==> config.mk <==
export PLATFORM = sky130hd
export DESIGN_NAME = fetch_unit
export DESIGN_NICKNAME = d
export VERILOG_FILES = /design/src/rtl/fetch_unit.sv
export SDC_FILE = /design/constraint.sdc
export NUM_CORES = 1
export LEC_CHECK = 0
export BUFFER_PORTS_ARGS = -buffer_cell sky130_fd_sc_hd__buf_2
export CORE_MARGIN = 5
export CORE_UTILIZATION = 26
export CTS_CLUSTER_DIAMETER = 30
export DETAILED_ROUTE_END_ITERATION = 10
export GPL_TIMING_DRIVEN = 0
export PLACE_DENSITY_LB_ADDON = 0.12
export SYNTH_ARGS = -nofsm -noshare
export SYNTH_HDL_FRONTEND = slang
export SYNTH_SLANG_ARGS = --single-unit
export TNS_END_PERCENT = 5
==> constraint.sdc <==
create_clock -name clk -period 4.3 [get_ports clk]
set_input_delay 0.645 -clock clk [delete_from_list [all_inputs] [get_ports clk]]
set_output_delay 0.645 -clock clk [all_outputs]
set_load 0.005 [all_outputs]
==> src/rtl/fetch_unit.sv <==
// Instruction fetch/issue sequencer: fetches one word per instruction, holds
// the decoded fields until the ALU stage accepts them, and resolves jumps and beq.
module fetch_unit #(
  parameter logic [31:0] RESET_PC = 32'h0000_0000,
  parameter logic [5:0]  BEQ_OP   = 6'h04,
  parameter logic [5:0]  J_OP     = 6'h02
) (
  input  logic        clk,
  input  logic        rst_n,
  output logic        imem_req,
  output logic [31:0] imem_addr,
  input  logic        imem_ack,
  input  logic [31:0] imem_rdata,
  output logic        issue_valid,
  input  logic        issue_ready,
  output logic [5:0]  opcode,
  output logic [5:0]  func_field,
  output logic [4:0]  rs,
  output logic [4:0]  rt,
  output logic [4:0]  rd,
  output logic [15:0] imm,
  output logic [31:0] pc_out,
  input  logic        br_valid,
  input  logic        br_taken
);

  typedef enum logic [1:0] {
    FETCH   = 2'd0,
    ISSUE   = 2'd1,
    RESOLVE = 2'd2
  } state_t;

  state_t      state;
  logic [31:0] pc;
  logic [31:0] ir;
  logic [31:0] jump_target;
  logic [31:0] br_offset;

  // pc already points past the jump/branch when these are consumed.
  assign jump_target = {pc[31:28], ir[25:0], 2'b00};
  assign br_offset   = {{14{ir[15]}}, ir[15:0], 2'b00};

  assign imem_addr  = pc;
  assign opcode     = ir[31:26];
  assign rs         = ir[25:21];
  assign rt         = ir[20:16];
  assign rd         = ir[15:11];
  assign imm        = ir[15:0];
  assign func_field = ir[5:0];

  // imem_req is registered, so the first FETCH cycle after reset only raises it;
  // an ack is honoured only while the request is actually visible.
  // NOTE: all state uses non-blocking assignments so every register samples
  // pre-edge values, independent of statement order.
  always_ff @(posedge clk or negedge rst_n) begin
    if (!rst_n) begin
      state       <= FETCH;
      pc          <= RESET_PC;
      ir          <= 32'h0;
      pc_out      <= 32'h0;
      imem_req    <= 1'b0;
      issue_valid <= 1'b0;
    end else begin
      case (state)
        FETCH: begin
          if (imem_req && imem_ack) begin
            ir          <= imem_rdata;
            pc_out      <= pc;
            pc          <= pc + 32'd4;
            imem_req    <= 1'b0;
            issue_valid <= 1'b1;
            state       <= ISSUE;
          end else begin
            imem_req <= 1'b1;
          end
        end
        ISSUE: begin
          if (issue_ready) begin
            issue_valid <= 1'b0;
            if (opcode == J_OP) begin
              pc       <= jump_target;
              imem_req <= 1'b1;
              state    <= FETCH;
            end else if (opcode == BEQ_OP) begin
              state <= RESOLVE;
            end else begin
              imem_req <= 1'b1;
              state    <= FETCH;
            end
          end
        end
        RESOLVE: begin
          if (br_valid) begin
            if (br_taken) pc <= pc + br_offset;
            imem_req <= 1'b1;
            state    <= FETCH;
          end
        end
        default: begin
          imem_req    <= 1'b0;
          issue_valid <= 1'b0;
          state       <= FETCH;
        end
      endcase
    end
  end

endmodule

==> results of run 1 <==
==> path summary, 6_finish.rpt <==
kind | start | to | cells after the start
setup / recovery | state[0] | imem_addr[24] | 15
hold / removal | rst_n | pc_out[30] | 1
setup reg to reg | state[0] | imem_addr[24] | 15
hold reg to reg | imem_addr[31] | imem_addr[31] | 1
max in group asynchronous | rst_n | imem_addr[10] | 2
min in group clk | imem_addr[31] | imem_addr[31] | 1
==> power by group through the flow <==
stage | sequential, mW | clock (mW) | combinational, mW
final | 1.67 | 0.792 | 2.33
after global routing | 1.75 | 0.861 | 2.60
after CTS | 1.69 | 0.829 | 2.38
after detailed placement | 1.71 | 0 | 2.37
after global placement | 1.68 | 0 | 2.34
after floorplan | 1.63 | 0 | 1.37
==> cell type report <==
class / count / area [um2]
repair buffers: 143 / 741
flip-flops and latches: 96 / 2400
well taps: 280 / 350
inverters: 14 / 52.6
clock inverters: 1 / 30.0
fillers: 2263 / 14600
plain buffers: 50 / 267
multi-input cells: 423 / 2960
clock buffers: 12 / 246
==> sequential cells by signal (all words and copies together) (netlist names) <==
register,cells
ir,32
imem_addr,30
pc_out,30
state,2
imem_req,1
issue_valid,1
==> cells by family after synthesis <==
| family | after synthesis | share of synthesized area (%) |
|---|---|---|
| AOI/OAI and AO/OA | 130 | 15.2 |
| xor gates and xnor gates | 16 | 2.47 |
| adders and majority gates | 22 | 4.94 |
| buffers and inverters | 64 | 5.58 |
| DFF | 96 | 42.4 |
| muxes | 73 | 14.2 |
| other | 1 | 0.0661 |
| and+or+nand+nor | 178 | 15.1 |
==> routing by layer <==
layer | wire (um) | GRT usage [%]
met4 | 139 | 3.81
met5 | 0 | 0
met2 | 9030 | 24.8
met3 | 1090 | 2.79
met1 | 8920 | 22.4
==> metrics by stage <==
| stage | util [%] | instance area (um2) | power [mW] |
|---|---|---|---|
| 2_1_floorplan | - | 5680 | 3.00 |
| 4_1_cts | 32.6 | 7050 | 4.90 |
| 6_report | 32.6 | 7050 | 4.80 |
| 5_1_grt | 32.6 | 7050 | 5.21 |
| 3_3_place_gp | 31.2 | 6740 | 4.02 |
| 3_5_place_dp | 31.3 | 6770 | 4.08 |
==> cells in the final DEF (no fill, tap or decap), drive strengths merged, types with 6 or more instances in the layout <==
master	netlist	routed
ha	20	20
mux2i	12	12
buf	23	166
a21oi	39	39
nor3	14	14
o21ai	33	33
xnor2	11	11
clkbuf	27	39
nor4	6	6
nand2	60	60
mux2	61	61
nor2	33	33
inv	14	14
and2	18	18
nor2b	8	8
dfrtp	96	96
nand3	17	17
==> what timing repair did <==
item,4_1_cts,5_1_grt
gates resized for setup,0,4
endpoints found under the setup margin,0,11
hold buffers,0,0
==> reports/qor.yml, run 1 <==
diodes: 0
grtUsageTotal_pct: 15.7
die_w_um: 158
dp_hpwl_um: 14600
firstDrtPassIters: 4
power.density_nw_per_um2: 680
critical-path-top-delay-family: "compound AO/OA/AOI/OAI gates"
drtIter0Drc: 384
std_cell_rows: 54
setup_slack_ps: 371
synth-async-reset-ratio_pct: 100
synthFlopType: "dfrtp_1"
crit_fanout: 10
hp-class: "in2async"
worst_slew_pin_slew_ps: 1060
dp.cells: 1006
rsz0062_at_grt: "no"
grt_max_degree: 56
finalHoldViolations: 0
synthTopCellsByArea: "dfrtp_1 42%, mux2_2 12%, ha_1 4.4%"
htree_levels: 3
drtAntennaViolNets: 0
critical_path_class: "reg2reg"
drive_above_1_share_pct: 34.5
grt_first_pass_wirelength_um: 29900
dp_slack_ps: 69.7
avgSynthCellArea_um2: 9.78
finalMaxSlewViolations: 0
syn_area_um2: 5670
ctsLongestPathBuffers: 2
power_frac_comb_pct: 48.6
synth_cells: 580
timing.hold.ws_ps: 308
start_util_pct: 26.2
clock_sinks: 96
synthDominantCellAreaShare_pct: 42.4
crit_chain: "inv_1, ha_1, clkbuf_2, clkbuf_2, and2_1, ha_1, and2_4, a221o_1, o21a_1, o21ai_2, a31oi_2, a21oi_2, mux2i_1, nor4_1, a311o_1"
synth_commonest_cells: "96 x dfrtp_1, 61 x mux2_2, 59 x nand2_1"
grt_antenna_before_repair: 0
synth_seq_cells: 96
finalSetupTns_ps: 0
cp_num_buf_inv: 3
wirelength_um: 19200
intPower_mw: 2.84
post-route-period-util_pct: 91.4
peakVddDrop_uv: 216
place.gp.congestion: 0.863
power_switching_share_pct: 40.7
seqPwrFrac_pct: 34.9
die_h_um: 158
worst_setup_path_end_kind: "register"
slowest_delay_ps: 420
clkPwrFrac_pct: 16.5
final_cells: 1019
cts_buffers: 9
synth-edff-count: 0
numPortBuffers: 142
synth_largest_area_cell: "dfrtp_1"
synth_most_common_cell: "dfrtp_1"
r2r_slack_ps: 370
ys_types: 72
core_um2: 21600
cts_tree: "done"
leakagePower_nw: 3.27
wl_per_cell_um: 18.8
clk_pin_slew_ps: 60
top_level_ports: 147
cts_setup_buffers: 0
crit_arrival_ps: 4160
cpMaxStageDelayCell: "dfrtp_1"
via_per_inst: 4.85
run_status: "completed"
vias: 4939
dieArea_um2: 24900
area_growth_pct: 24.4
switchingPower_mw: 1.95
maxCapViolations: 0
ys_warn_count: 0
cts_root_buffer: "clkbuf_16"
max_slew_margin_pct: 28.8
cp.required_ps: 4530
max_clock_freq_mhz: 254
skew_ps: 7.76
finalSetupViolations: 0
min_period_ps: 3930
ys_seq_area_share_pct: 42.4
cp-start-kind: "register"
insertion_delay_ps: 350
grt_pass1_vias: 5030
drc_errors: 0
nets: 796
overflow: 0
(Power assumes the default switching activity.)
==> run 2: changes to the inputs <==
--- a/config.mk
+++ b/config.mk
@@ -5,6 +5,7 @@
 export SDC_FILE = /design/constraint.sdc
 export NUM_CORES = 1
 export LEC_CHECK = 0
+export ABC_AREA = 1
 export BUFFER_PORTS_ARGS = -buffer_cell sky130_fd_sc_hd__buf_2
 export CORE_MARGIN = 5
 export CORE_UTILIZATION = 26
==> reports/qor.yml, run 2 <==
top_level_ports: 147
synth_seq_cells: 96
htree_levels: 3
final_cell_mix: "251 x nand2_1, 148 x buf_2, 103 x inv_1, 96 x dfrtp_1, 79 x nor2_1"
drc_errors: 0
ys_seq_area_share_pct: 38.1
nets: 1073
grt_antenna_before_repair: 0
post-route-period-util_pct: 76.4
synthTopCellsByArea: "dfrtp_1 38%, nand2_1 15%, inv_1 6.1%"
critical_path_class: "reg2reg"
crit_arrival_ps: 3530
via_per_inst: 4.37
vias: 5867
place.gp.congestion: 0.868
finalSetupTns_ps: 0
synth_cells: 857
worst_slew_pin_slew_ps: 1100
timing.hold.ws_ps: 284
regArea_um2: 2400
dieArea_um2: 27400
drtAntennaViolNets: 0
power.density_nw_per_um2: 692
core_um2: 24100
synth_commonest_cells: "251 x nand2_1, 103 x inv_1, 96 x dfrtp_1"
rsz0062_at_grt: "no"
diodes: 0
max_slew_margin_pct: 25.9
synthFlopType: "dfrtp_1"
max_clock_freq_mhz: 305
dp_slack_ps: 1010
finalSetupViolations: 0
leakagePower_nw: 4.24
wl_per_cell_um: 16.1
std_cell_rows: 57
finalMaxSlewViolations: 0
avgSynthCellArea_um2: 7.35
drtIter0Drc: 348
syn_area_um2: 6300
ys_warn_count: 0
cts_buffers: 9
cts_setup_buffers: 0
wirelength_um: 21600
crit_fanout: 10
reg2reg_depth: 22
overflow: 0
clk_pin_slew_ps: 70
power_mw: 5.38
grtUsageTotal_pct: 15.7
grt_max_degree: 56
cts_root_buffer: "clkbuf_16"
area_growth_pct: 23.5
multi_input_area_um2: 3230
ys_types: 40
insertion_delay_ps: 360
start_util_pct: 26.1
largest_register_ffs: 32
cts_hold_buffers: 0
synth-edff-count: 0
hp-class: "in2async"
cts_tree: "done"
firstDrtPassIters: 4
run_status: "completed"
synth_most_common_cell: "nand2_1"
top_register: "ir"
peakVddDrop_uv: 227
r2r-end: "imem_addr[27]"
fill_cells: 2703
final_common_cell: "nand2_1"
cts_resized: 0
dp_hpwl_um: 17300
r2r_slack_ps: 1020
worstReg2RegStart: "state[0]"
ctsLongestPathBuffers: 2
clock_sinks: 96
synth_largest_area_cell: "dfrtp_1"
grt_first_pass_wirelength_um: 34300
min_period_ps: 3280
setup_slack_ps: 1020
synth-async-reset-ratio_pct: 100
synthDominantCellAreaShare_pct: 38.1
maxCapViolations: 0
drive_above_1_share_pct: 26.0
numPortBuffers: 142
die_w_um: 166
cp-start-kind: "register"
cp.required_ps: 4550
grt_pass1_vias: 6098
worst_setup_path_end_kind: "register"
die_h_um: 166
skew_ps: 8.17
finalHoldViolations: 0
==> run 2: cell count changes after synthesis, moves of 15 or more <==
cell	change
nor2_1	+46
a21oi_1	-16
o21ai_0	+18
nand2_1	+192
clkbuf_1	-15
nand3_1	+42
inv_1	+90
mux2_2	-28
and2_1	-16
==> run 2: cell type report <==
type                            instances  share of cell area (%)
Inverter                              109                    5.26
Clock buffer                           11                    3.12
Tap cell                              324                    5.21
Multi-Input combinational cell        613                    41.5
Sequential cell                        96                    30.9
Timing Repair Buffer                  143                    9.52
Clock inverter                          5                    1.03
Buffer                                 42                    3.44
==> run 2: cells by family (layout without fill, tap and decap cells) <==
logic type | after synthesis | after routing | share of synthesized area, %
compound gates | 100 | 100 | 8.82
xor+xnor | 16 | 16 | 2.22
fa+ha+maj | 21 | 21 | 4.29
buf+inv | 151 | 310 | 10.7
flops | 96 | 96 | 38.1
mux | 33 | 33 | 5.90
other cells | 1 | 4 | 0.0595
simple gates | 439 | 439 | 29.8
==> run 2: stage by stage <==
| stage | instances | util [%] | area (um2) |
|---|---|---|---|
| final | 1343 | 32.3 | 7780 |
| after detailed placement | 1327 | 30.9 | 7460 |
| after global placement | 1326 | 30.8 | 7430 |
| after floorplan | 860 | - | 6310 |
| after CTS | 1343 | 32.3 | 7780 |
| after global routing | 1343 | 32.3 | 7780 |
==> run 2: power breakdown <==
part	total, mW	internal, mW	switching [mW]
clock network	0.898	0.526	0.372
logic	2.75	1.13	1.62
registers	1.74	1.34	0.395
==> run 2: worst max-delay path, stage by stage (launching register included) <==
cell and delay, ps:
dfrtp_1 400, inv_1 110, ha_1 170, buf_6 150, buf_4 250, clkbuf_1 440
nand2_1 100, inv_1 70, ha_1 280, nand2_1 170, inv_1 50, nand2_1 60
nand2_1 70, inv_1 60, nand3_1 130, nand2_1 100, nand2_1 110, nand2_1 120
nand2_1 60, nand2_1 50, nand3_1 70, nand2_1 100, nand2_1 60
==> run 2: how the worst max path moves through the flow <==
stage | to | start | slack [ps] | depth (start not counted)
after global placement | imem_addr[20] | state[0] | 1000 | 20
after CTS | imem_addr[27] | state[0] | 990 | 22
after global routing | imem_addr[20] | state[0] | 590 | 20
final | imem_addr[27] | state[0] | 1020 | 22
after detailed placement | imem_addr[27] | state[0] | 1010 | 22
after floorplan | imem_addr[20] | state[0] | 1600 | 19
==> run 2: per-layer routing <==
metal	vias up	part of all wire, %	GRT usage [%]
met1	2696	50	22.1
met4	0	1.5	4.48
met3	18	3.9	2.79
met2	129	44	24.8
li1	3024	-	-
met5	-	0	0
